`src/rtl/ammo_hud_renderer.sv`:
```
// Ammo HUD: magazine count, fire/reload control with a frame-paced reload, and
// a registered RGBA overlay of MAX_AMMO bullet slots drawn from the bullet_img sprite.

module bullet_img (
    input  logic [9:0] i_x,
    input  logic [9:0] i_y,
    output logic [7:0] o_r,
    output logic [7:0] o_g,
    output logic [7:0] o_b,
    output logic       o_a
);
    logic w_on;

    // NOTE: every output of a combinational block gets a default first so no latch is inferred.
    always_comb begin
        w_on = 1'b0;
        if (i_y < 10'd4)       w_on = (i_x >= 10'd4) && (i_x <= 10'd6);
        else if (i_y < 10'd8)  w_on = (i_x >= 10'd2) && (i_x <= 10'd8);
        else if (i_y < 10'd30) w_on = (i_x >= 10'd1) && (i_x <= 10'd9);
        else if (i_y < 10'd32) w_on = (i_x >= 10'd2) && (i_x <= 10'd8);
    end

    // Copper tip over the first 8 rows, brass case below; transparent pixels are black.
    always_comb begin
        o_a = w_on;
        o_r = 8'h00;
        o_g = 8'h00;
        o_b = 8'h00;
        if (w_on) begin
            if (i_y < 10'd8) begin
                o_r = 8'hB8; o_g = 8'h73; o_b = 8'h33;
            end else begin
                o_r = 8'hC8; o_g = 8'h96; o_b = 8'h32;
            end
        end
    end
endmodule

module ammo_hud_renderer #(
    parameter int MAX_AMMO      = 5,
    parameter int SLOT_W        = 11,
    parameter int SLOT_H        = 32,
    parameter int SLOT_GAP      = 1,
    parameter int ORIGIN_X      = 2,
    parameter int ORIGIN_Y      = 446,
    parameter int RELOAD_FRAMES = 30,
    parameter int BLINK_FRAMES  = 16,
    localparam int CW           = $clog2(MAX_AMMO + 1)
) (
    input  logic          i_clk,
    input  logic          i_rst,
    input  logic          i_frame_tick,
    input  logic          i_fire_req,
    input  logic          i_reload_req,
    input  logic [9:0]    i_x,
    input  logic [9:0]    i_y,
    output logic          o_fire_ack,
    output logic [CW-1:0] o_ammo,
    output logic          o_reloading,
    output logic [7:0]    o_r,
    output logic [7:0]    o_g,
    output logic [7:0]    o_b,
    output logic          o_a
);
    localparam logic [1:0] ST_READY  = 2'd0;
    localparam logic [1:0] ST_RELOAD = 2'd1;
    localparam logic [1:0] ST_EMPTY  = 2'd2;

    localparam int PITCH = SLOT_W + SLOT_GAP;
    localparam int FMAX  = (RELOAD_FRAMES > BLINK_FRAMES) ? RELOAD_FRAMES : BLINK_FRAMES;
    localparam int FCW   = (FMAX > 1) ? $clog2(FMAX) : 1;

    logic [1:0]     r_state;
    logic [CW-1:0]  r_ammo;
    logic [FCW-1:0] r_frame_cnt;
    logic           r_blink;
    logic           r_fire_ack;

    logic w_fire_grant;
    logic w_reload_acc;

    // Fire has priority; a granted shot suppresses a same-cycle reload.
    assign w_fire_grant = i_fire_req && (r_ammo != '0);
    assign w_reload_acc = i_reload_req && !w_fire_grant
                          && (r_ammo < CW'(MAX_AMMO)) && (r_state != ST_RELOAD);

    // NOTE: sequential state uses non-blocking assignments so every register samples pre-edge values.
    always_ff @(posedge i_clk) begin
        if (i_rst) begin
            r_state     <= ST_READY;
            r_ammo      <= CW'(MAX_AMMO);
            r_frame_cnt <= '0;
            r_blink     <= 1'b0;
            r_fire_ack  <= 1'b0;
        end else begin
            r_fire_ack <= w_fire_grant;
            if (w_fire_grant) begin
                r_ammo      <= r_ammo - CW'(1);
                r_frame_cnt <= '0;
                r_blink     <= 1'b0;
                r_state     <= (r_ammo == CW'(1)) ? ST_EMPTY : ST_READY;
            end else if (w_reload_acc) begin
                r_state     <= ST_RELOAD;
                r_frame_cnt <= '0;
                r_blink     <= 1'b0;
            end else if (i_frame_tick && r_state == ST_RELOAD) begin
                if (r_frame_cnt == FCW'(RELOAD_FRAMES - 1)) begin
                    r_frame_cnt <= '0;
                    if (r_ammo < CW'(MAX_AMMO)) r_ammo <= r_ammo + CW'(1);
                    if (r_ammo + CW'(1) == CW'(MAX_AMMO)) r_state <= ST_READY;
                end else begin
                    r_frame_cnt <= r_frame_cnt + FCW'(1);
                end
            end else if (i_frame_tick && r_state == ST_EMPTY) begin
                if (r_frame_cnt == FCW'(BLINK_FRAMES - 1)) begin
                    r_frame_cnt <= '0;
                    r_blink     <= ~r_blink;
                end else begin
                    r_frame_cnt <= r_frame_cnt + FCW'(1);
                end
            end
        end
    end

    logic       w_hit_x;
    logic       w_in_y;
    logic [3:0] w_idx;
    logic [9:0] w_sx;
    logic [9:0] w_sy;
    logic [7:0] w_sp_r, w_sp_g, w_sp_b;
    logic       w_sp_a;

    // Slots are disjoint, so at most one iteration can match.
    always_comb begin
        w_hit_x = 1'b0;
        w_idx   = '0;
        w_sx    = '0;
        for (int i = 0; i < MAX_AMMO; i++) begin
            if ({1'b0, i_x} >= 11'(ORIGIN_X + i * PITCH) &&
                {1'b0, i_x} <  11'(ORIGIN_X + i * PITCH + SLOT_W)) begin
                w_hit_x = 1'b1;
                w_idx   = 4'(i);
                w_sx    = i_x - 10'(ORIGIN_X + i * PITCH);
            end
        end
    end

    assign w_in_y = ({1'b0, i_y} >= 11'(ORIGIN_Y)) && ({1'b0, i_y} < 11'(ORIGIN_Y + SLOT_H));
    assign w_sy   = i_y - 10'(ORIGIN_Y);

    bullet_img u_sprite (
        .i_x (w_sx),
        .i_y (w_sy),
        .o_r (w_sp_r),
        .o_g (w_sp_g),
        .o_b (w_sp_b),
        .o_a (w_sp_a)
    );

    always_ff @(posedge i_clk) begin
        if (i_rst) begin
            o_r <= 8'h00;
            o_g <= 8'h00;
            o_b <= 8'h00;
            o_a <= 1'b0;
        end else begin
            o_r <= 8'h00;
            o_g <= 8'h00;
            o_b <= 8'h00;
            o_a <= 1'b0;
            if (w_hit_x && w_in_y) begin
                if (r_state == ST_EMPTY && r_blink) begin
                    o_a <= w_sp_a;
                    o_r <= w_sp_a ? 8'hFF : 8'h00;
                end else if (w_idx < 4'(r_ammo)) begin
                    o_r <= w_sp_r;
                    o_g <= w_sp_g;
                    o_b <= w_sp_b;
                    o_a <= w_sp_a;
                end else if (w_idx == 4'(r_ammo) && r_state == ST_RELOAD) begin
                    o_r <= w_sp_r >> 1;
                    o_g <= w_sp_g >> 1;
                    o_b <= w_sp_b >> 1;
                    o_a <= w_sp_a;
                end
            end
        end
    end

    assign o_fire_ack  = r_fire_ack;
    assign o_ammo      = r_ammo;
    assign o_reloading = (r_state == ST_RELOAD);
endmodule
```
`config.mk`:
```
export PLATFORM = sky130hd
export DESIGN_NAME = ammo_hud_renderer
export DESIGN_NICKNAME = d
export VERILOG_FILES = /design/src/rtl/ammo_hud_renderer.sv
export SDC_FILE = /design/constraint.sdc
export NUM_CORES = 1
export LEC_CHECK = 0
export BUFFER_PORTS_ARGS = -buffer_cell sky130_fd_sc_hd__buf_2
export CAP_MARGIN = 25
export CORE_MARGIN = 4
export CORE_UTILIZATION = 45
export CTS_BUF_LIST = sky130_fd_sc_hd__clkbuf_4 sky130_fd_sc_hd__clkbuf_8
export CTS_CLUSTER_DIAMETER = 100
export DETAILED_ROUTE_END_ITERATION = 12
export PLACE_DENSITY = 0.75
export SLEW_MARGIN = 10
export SYNTH_ARGS = -nofsm -noshare
export SYNTH_HDL_FRONTEND = slang
export SYNTH_SLANG_ARGS = --single-unit
```
`constraint.sdc`:
```
create_clock -name i_clk -period 5.42 [get_ports i_clk]
set_input_delay 0.271 -clock i_clk [delete_from_list [all_inputs] [get_ports i_clk]]
set_output_delay 0.271 -clock i_clk [all_outputs]
set_load 0.03 [all_outputs]
```
# == Word level (Yosys, flattened, before mapping) ==
# Index checks and enable logic that the tools add are counted.
# Widths: inputs -> output; s select.
# totals
reg_bits,37
in_bits,25
word_cells,137
# op_classes
addsub,9
order_cmp,24
eq_ne,9
n_mux,50
n_bitwise,3
n_reduce_logical,33
# op_table
cell,count
$mux 8,9
$mux 10,5
$lt 10x6->1 const B,4
$mux 7,4
$ge 10x2->1 const B,2
$ge 10x6->1 const B,2
$le 10x4->1 const B,2
$lt 10x4->1 const B,2
$lt 10x5->1 const B,2
$mux 5,4
$sub 10x6->10 const B,2
$logic_and 1x1->1,18
$mux 3,5
$mux 1,14
$mux 2,6
$mux 4,3
$reduce_bool 3->1,4
$ge 10x1->1 const B,1
$ge 10x3->1 const B,1
$ge 10x4->1 const B,1
$ge 10x5->1 const B,1
$ge 10x9->1 const B,1
$le 10x3->1 const B,1
$lt 10x3->1 const B,1
other kinds (26),33

# == Logic depth before layout (Yosys ltp) ==
# Gate-level depths: netlist (run 1).
# logic_depth
depth_word,17
ltp_mapped,15
depth_no_buf,14

# == Cells and area by module ==
# Synthesis (run 1) repeated with hierarchy kept, for this count alone.
# unflattened
hier_cells,358
hier_area_um2,2886.5
# modules_own_cells
module,instances,cells_each,area_each_um2,seq_area_each_um2
ammo_hud_renderer,1,317,2590.0,740.7
bullet_img,1,41,296.5,0.0

# == Worst setup path before layout (run 1) ==
# Ideal clock, no wire load.
# synth_path
path_type,input -> register
start,input port i_x[2]
end,register o_r[1]
t_arrival_ns,2.485
path_slack_ns,2.816
path_stages,11
path_cell_list,buf_2 -> inv_1 -> ha_1 -> nand2b_1 -> a211oi_2 -> o21ai_1 -> nor4bb_1 -> or4_4 -> a32oi_4 -> buf_6 -> nor3_2
# synth_between
elab_chain_len,17
word_cells_on_any_way,58
cone_classes,add/sub: 5; order compare: 17; eq/ne: 1; mux: 23; bitwise: 1; reduce/logical: 11
# synth_lines
item,line,text
"start, declared",55,"input logic [9:0] i_x,"
$ge 10x2->1 or $lt 10x4->1 (tied branches),"139, 140",
$logic_and 1x1->1,139,"if ({1'b0, i_x} >= 11'(ORIGIN_X + i * PITCH) &&"
$mux 10 (5 in a row),139,
$ge 10x2->1 or $le 10x4->1 (tied branches),"18, 20",
$logic_and 1x1->1,"18, 20",
$mux 1,20,else if (i_y < 10'd32) w_on = (i_x >= 10'd2) && (i_x <= 10'd8);
$mux 1,19,else if (i_y < 10'd30) w_on = (i_x >= 10'd1) && (i_x <= 10'd9);
$mux 1,18,else if (i_y < 10'd8) w_on = (i_x >= 10'd2) && (i_x <= 10'd8);
$mux 1,17,if (i_y < 10'd4) w_on = (i_x >= 10'd4) && (i_x <= 10'd6);
$mux 8,29,if (w_on) begin
$mux 7,180,end else if (w_idx == 4'(r_ammo) && r_state == ST_RELOAD) begin
$mux 8,175,end else if (w_idx < 4'(r_ammo)) begin
$mux 8,172,if (r_state == ST_EMPTY && r_blink) begin
"end signal, assigned",174,o_r <= w_sp_a ? 8'hFF : 8'h00;
"end signal, assigned",176,o_r <= w_sp_r;
"end signal, assigned",181,o_r <= w_sp_r >> 1;
"end, declared",60,"output logic [7:0] o_r,"
# Several ways; a longest one is shown, not always the timed one.
# A chain may end at the register's enable or synchronous reset.

# == Final worst setup path (run 1) ==
# layout_path
start,input port i_x[1]
end,register o_g[5]
# layout_between
elab_chain_len,16
word_cells_on_any_way,56
cone_classes,add/sub: 5; order compare: 17; eq/ne: 1; mux: 21; bitwise: 1; reduce/logical: 11
# layout_lines
item,line,text
$ge 10x2->1 or $lt 10x4->1 (tied branches),"139, 140",
$logic_and 1x1->1,139,
$mux 10 (5 in a row),139,
$ge 10x2->1 or $le 10x4->1 (tied branches),"18, 20",
$logic_and 1x1->1,"18, 20",
$mux 1,20,
$mux 1,19,
$mux 1,18,
$mux 1,17,
$mux 8,29,
$mux 7,180,
$mux 8,175,
"end signal, assigned",177,o_g <= w_sp_g;
"end signal, assigned",182,o_g <= w_sp_g >> 1;
"end, declared",61,"output logic [7:0] o_g,"
# Several ways; a longest one is shown, not always the timed one.

==> results of run 1 <==
-- cells by family after synthesis --
logic type,after synthesis
fa+ha+maj,15
mux,3
flops,29
compound gates,63
other cells,1
buf+inv,31
simple gates,126
xor+xnor,12
-- routing by layer --
layer  wire length, µm  track usage [%]  up-vias
met3               386             4.71        8
met1              2470             23.5     1032
met5                 0                0        -
met4                49             2.87        0
met2              2520             28.4       85
li1                  -                -     1116
-- stage by stage --
| stage | worst slack, ns | area, µm² | cells | total power [mW] | utilization (%) |
|---|---|---|---|---|---|
| after floorplan | 2.82 | 2350 | 282 | 0.303 | - |
| after global placement | 2.36 | 2570 | 385 | 0.326 | 50.6 |
| after detailed placement | 2.17 | 2570 | 385 | 0.329 | 50.6 |
| after CTS | 2.44 | 2700 | 393 | 0.594 | 53.2 |
| after global routing | 2.19 | 2700 | 393 | 0.621 | 53.2 |
| final | 2.39 | 2700 | 393 | 0.591 | 53.2 |
-- final cells by class --
cell class / count / area [µm²]
inverter: 13 / 48.8
clock buffer: 5 / 68.8
tap: 70 / 87.6
timing repair buffer: 51 / 255
fill: 487 / 2370
sequential: 29 / 581
clock inverter: 3 / 65.1
multi-input combinational: 222 / 1600
-- placed cells by master, fill, tap and decap left out, drive strengths merged, types with 6 or more instances in the layout --
cell	synthesis	final
a211oi	6	6
a21oi	11	11
buf	16	51
dfxtp	29	29
ha	15	15
inv	13	13
nand2	24	24
nand2b	7	7
nand3	8	8
nand4	7	7
nor2	24	24
nor2b	7	7
nor3	15	15
nor4	7	7
o21ai	10	10
xnor2	6	6
xor2	6	6
-- registers in the layout, indices dropped and copies added (netlist names) --
signal,flops
o_a,1
r_frame_cnt,5
o_r,7
o_b,3
o_ammo,3
o_fire_ack,1
o_g,6
r_state,2
r_blink,1
-- worst max-delay path, cell delays in order --
cell	delay (ns)
buf_2	0.29
ha_1	0.32
nor4bb_1	0.35
nor4_1	0.11
and4b_1	0.22
o41a_1	0.41
a221oi_2	0.33
o2111ai_2	0.49
nor4_1	0.41
-- report_power, final --
group | switching, mW | leakage, nW | internal, mW
sequential | 0.00335 | 0.235 | 0.216
clock | 0.0837 | 0.0681 | 0.182
combinational | 0.0679 | 0.819 | 0.0379
total | 0.155 | 1.12 | 0.436
-- worst paths after layout --
check,from,end,slack [ns],cells past startpoint
worst min register to register,r_state[0]$_SDFFE_PP0P_,r_state[0]$_SDFFE_PP0P_,0.48,2
worst min-delay path,i_rst,o_ammo[1]$_SDFFE_PP0P_,0.25,2
worst max register to register,o_ammo[1]$_SDFFE_PP0P_,o_g[1]$_SDFF_PP0_,3.32,8
worst max-delay path,i_x[1],o_g[5]$_SDFF_PP0_,2.39,9
==> results.md, run 1 <==
- Inserted Diodes: 0
- Rel. slew slack: 37.2%
- Critical path endpoint category: flip-flop
- TritonCTS clock tree: built
- Main flop type after synthesis: dfxtp_1
- Final worst-path cycle share: 55.9%
- Yosys warning count: 0
- Clock transition time at the flip-flop clock pins of the worst setup and hold paths: 0.07 ns
- Largest family of logic cells by synthesized area: simple AND/OR/NAND/NOR gates
- Boundary pin count: 55
- Worst Setup Start Kind: input pin
- Library cell used as clock root buffer: clkbuf_8
- Number of buffers inserted during clock tree synthesis: 5
- Most common cell in the netlist: dfxtp_1
- Number of DRC violations after detailed routing: 0
- Portion of the post-synthesis area used by sequential elements: 24.7%
- Die width: 80.2 µm
- Areal power density over the cells: 219 nW/µm²
- Highest net fanout along the worst path: 18
- Final min period: 3.03 ns
- Growth of design area from synthesis to finish: 15.1%
- Simple-gate area share of the yosys netlist: 32.3%
- Post-synth EDFFs: 0
- Total die area: 6430 µm²
- Average detailed-routed wire length per instance: 13.8 µm
- Max Slew Vio Count: 0
- Via count of the first global-routing pass: 1970
- Total of cells resized after clock tree synthesis: 0
- Clock network latency to the later pin of the worst-skew pair: 0.28 ns
- Floorplan row count: 26
- Path type of the worst min-delay path: input pin to flip-flop
- Input/output buffers: 51
- Number of distinct library cells after synthesis: 69
- Crit path arrival time: 3.21 ns
- Clock Tree Buf Depth: 2
- Multiplexer share of the synthesized area: 1.33%
- Adder-cell share of the synthesized area: 8.00%
- H-tree level count: 2
- Post-synth top cells: dfxtp_1, nand2_1, nor2_1, ha_1, inv_1
- Clk_skew: 0.00559 ns
- Syn Std Cell Area: 2350 µm²
- Worst-margin pin slew: 0.941 ns
- DR vias: 2241
- Fmax: 0.330 GHz
- Number of nets with antenna violations after routing: 0
- Drt total wl: 5.43 mm
- Layout cell share with drive strength beyond 1: 25.7%
- Initial core utilization: 46.2%
- Initial detailed-routing violation count: 183
- DP Wirelength: 4.13 mm
- Final Setup Violations: 0
- Final-layout setup total negative slack: 0 ns
- Final global-route overflow total: 0
- Largest area contributor in the synthesized netlist: dfxtp_1
- Y dimension of the die: 80.2 µm
- Leakage dissipation: 1.12 nW
- Top cell type's share of synthesized area: 24.7%
- Synthesized-area fraction occupied by xor and xnor cells: 4.48%
- Global routing usage summed across all routing layers: 17.5%
- Type of the worst setup path: input pin to flip-flop
- Detailed-route vias per instance: 5.70
- Status: complete, no violations
- Fin nets: 362
- Syn_area_per_cell: 8.38 µm²
- Std-Cell Core Area: 5070 µm²
- Sink count of the clock tree: 29
- Count of TritonRoute iterations in the first routing pass: 4
- Final hold violation count: 0
- Share of synthesized flip-flops with an asynchronous set or reset: 0%
- Initial antenna violation count: 0
- Top post-synthesis cells by area: dfxtp_1, ha_1, nor3_2
- Compound-cell area share of the yosys netlist: 21.4%
- Post-CTS Setup Repair Bufs: 0
- Max-cap viol count: 0
- CTS Hold Bufs: 0
- Worst hold slack across all endpoints: 0.251 ns
- Unrepaired setup endpoints after global routing: no
- Cells after synthesis: 280
- First-pass GRT wire length: 9.11 mm
- Weighted congestion reported at the end of routability-driven placement: 0.898
- Worst Path Required: 5.60 ns
- Post-synthesis sequential element count: 29
- Largest net degree at the start of global routing: 19
- Worst IR Drop VDD: 177 µV
Power figures use the tool's default switching activity.
==> inputs of run 2 (changes only) <==
PLACE_DENSITY = 0.77   (was 0.75)
clock period = 2.58 ns   (was 5.42 ns; I/O delays follow)
==> results.md, run 2 (synthesis results as in run 1) <==
- CTS Hold Bufs: 0 (unchanged)
- Drt total wl: 5.72 mm (+5.4%)
- Final global-route overflow total: 0 (unchanged)
- Final hold violation count: 0 (unchanged)
- Highest net fanout along the worst path: 13 (-5)
- Uppermost metal layer occupied by signal nets: met4
- Initial core utilization: 46.2% (unchanged)
- Input/output buffers: 51 (unchanged)
- Fmax: 0.425 GHz
- Clk_skew: 0.00832 ns (+0.00274 ns)
- Layout cell share with drive strength beyond 1: 32.0% (+6.3 points)
- Initial detailed-routing violation count: 162 (-11%)
- TritonCTS clock tree: built
- Fin util: 57.6% (+4.4 points)
- Unrepaired setup endpoints after global routing: no
- H-tree level count: 2 (unchanged)
- Total of cells resized after clock tree synthesis: 0 (unchanged)
- Area used by multi-input combinational logic: 1600 µm² (unchanged)
- Number of buffers inserted during clock tree synthesis: 5 (unchanged)
- Detailed-routed wire length on met2: 2.62 mm (+3.9%)
- DR vias: 2356 (+5.1%)
- Growth of design area from synthesis to finish: 24.7%
- Number of nets with antenna violations after routing: 0 (unchanged)
- Final-layout setup total negative slack: 0 ns (unchanged)
- Clock network latency to the later pin of the worst-skew pair: 0.28 ns (about the same)
- Inserted Diodes: 0 (unchanged)
- Global routing usage summed across all routing layers: 18.3% (+0.84 points)
- Peak per-stage delay on the critical path: 0.43 ns (-0.06 ns)
- Sink count of the clock tree: 29 (unchanged)
- Fin nets: 392 (+8.3%)
- Highest-delay cell along the critical path: nor4b_1
- Leakage dissipation: 1.26 nW (+13%)
- Via count of the first global-routing pass: 2144 (+8.8%)
- Weighted congestion reported at the end of routability-driven placement: 0.968 (+7.7%)
- Final Setup Violations: 0 (unchanged)
- Detailed-route vias per instance: 5.57 (-2.3%)
- Max Slew Vio Count: 0 (unchanged)
- Initial antenna violation count: 0 (unchanged)
- Final min period: 2.35 ns
- Boundary pin count: 55 (unchanged)
- Std-Cell Core Area: 5070 µm² (unchanged)
- FF/Latch Area: 581 µm² (unchanged)
- Met3 wire length: 391 µm (+1.3%)
- Register name with the most flops: o_r
- Path type of the worst min-delay path: input pin to flip-flop
- Worst IR Drop VDD: 367 µV (+110%)
- Post-CTS Setup Repair Bufs: 0 (unchanged)
- Crit path arrival time: 2.50 ns (-0.71 ns)
- Fill cells: 465 (-4.5%)
- Total die area: 6430 µm² (unchanged)
- Most common cell after layout, fill and taps aside: buf_2
- Areal power density over the cells: 416 nW/µm² (+90%)
- Y dimension of the die: 80.2 µm (unchanged)
- First-pass GRT wire length: 9.54 mm (+4.7%)
- Type of the worst setup path: input pin to flip-flop
- Cells along the critical path: buf_2, nor4b_1, nor4_1, and4b_1, o41a_1, a221oi_2, o2111ai_2, nor4_1
- Floorplan row count: 26 (unchanged)
- Worst Path Required: 2.73 ns (-2.87 ns)
- Number of DRC violations after detailed routing: 0 (unchanged)
- Status: complete, no violations
- Library cell used as clock root buffer: clkbuf_8
- Count of TritonRoute iterations in the first routing pass: 4 (unchanged)
- Rel. slew slack: 61.7% (+24 points)
- DP Wirelength: 4.52 mm (+9.3%)
- Met1 layer wirelength in the final routing: 2.64 mm (+6.9%)
- Critical path endpoint category: flip-flop
- Number of flip-flops in the largest register: 7 (unchanged)
- Largest net degree at the start of global routing: 18 (-1)
- Worst-margin pin slew: 0.570 ns (-0.371 ns)
- Final worst-path cycle share: 91.1%
- Clock Tree Buf Depth: 2 (unchanged)
- Clock transition time at the flip-flop clock pins of the worst setup and hold paths: 0.06 ns (about the same)
- Worst Setup Start Kind: input pin
- Die width: 80.2 µm (unchanged)
- Average detailed-routed wire length per instance: 13.5 µm (-2.1%)
- Highest-count cells in the layout ignoring fill and taps: buf_2, dfxtp_1, buf_4
- Largest registers in the final layout: o_r x7, o_g x6, r_frame_cnt x5
- CP most frequent cell: nor4_1
- Max-cap viol count: 0 (unchanged)
## run 2: critical path: cells and delay by family
kind	cells	cell delay, ns
buf+inv	1	0.22
compound gates	3	0.94
simple gates	4	1.21
## run 2: per-stage QoR
step / instances / total power, mW / hold slack (ns) / setup slack [ns] / area [µm²]
floorplan: 282 / 0.637 / 0.201 / 0.118 / 2350
global placement: 415 / 0.724 / 0.418 / 0.0580 / 2810
detailed placement: 415 / 0.729 / 0.425 / 0.00283 / 2810
CTS: 423 / 1.22 / 0.125 / 0.273 / 2930
global route: 423 / 1.27 / 0.149 / 0.0807 / 2930
finish: 423 / 1.22 / 0.124 / 0.229 / 2930
## run 2: report_power, final
part           total [mW]  internal [mW]  switching (mW)
registers           0.461          0.454         0.00701
clock network       0.494          0.325           0.169
logic               0.263          0.110           0.152
total                1.22          0.889           0.329
## run 2: path summary, 6_finish.rpt
kind	start	to	slack, ns	depth (start not counted)
hold reg to reg	r_state[0]$_SDFFE_PP0P_	r_state[0]$_SDFFE_PP0P_	0.50	2
hold / removal	i_rst	r_state[1]$_SDFFE_PP0P_	0.12	2
setup / recovery	i_x[4]	o_b[1]$_SDFF_PP0_	0.23	8
setup reg to reg	o_ammo[1]$_SDFFE_PP0P_	o_g[0]$_SDFF_PP0_	0.70	8
## run 2: final cells by class
type / instances / share of cell area (%)
Clock buffer: 7 / 3.08
Clock inverter: 1 / 1.03
Inverter: 13 / 1.67
Multi-Input combinational cell: 222 / 54.5
Sequential cell: 29 / 19.8
Tap cell: 70 / 2.99
Timing Repair Buffer: 81 / 16.9
## run 2: metal layers
layer	up-vias	global-route usage [%]
met3	9	3.59
li1	1173	-
met1	1087	24.2
met2	87	30.6
met4	0	4.39
met5	-	0
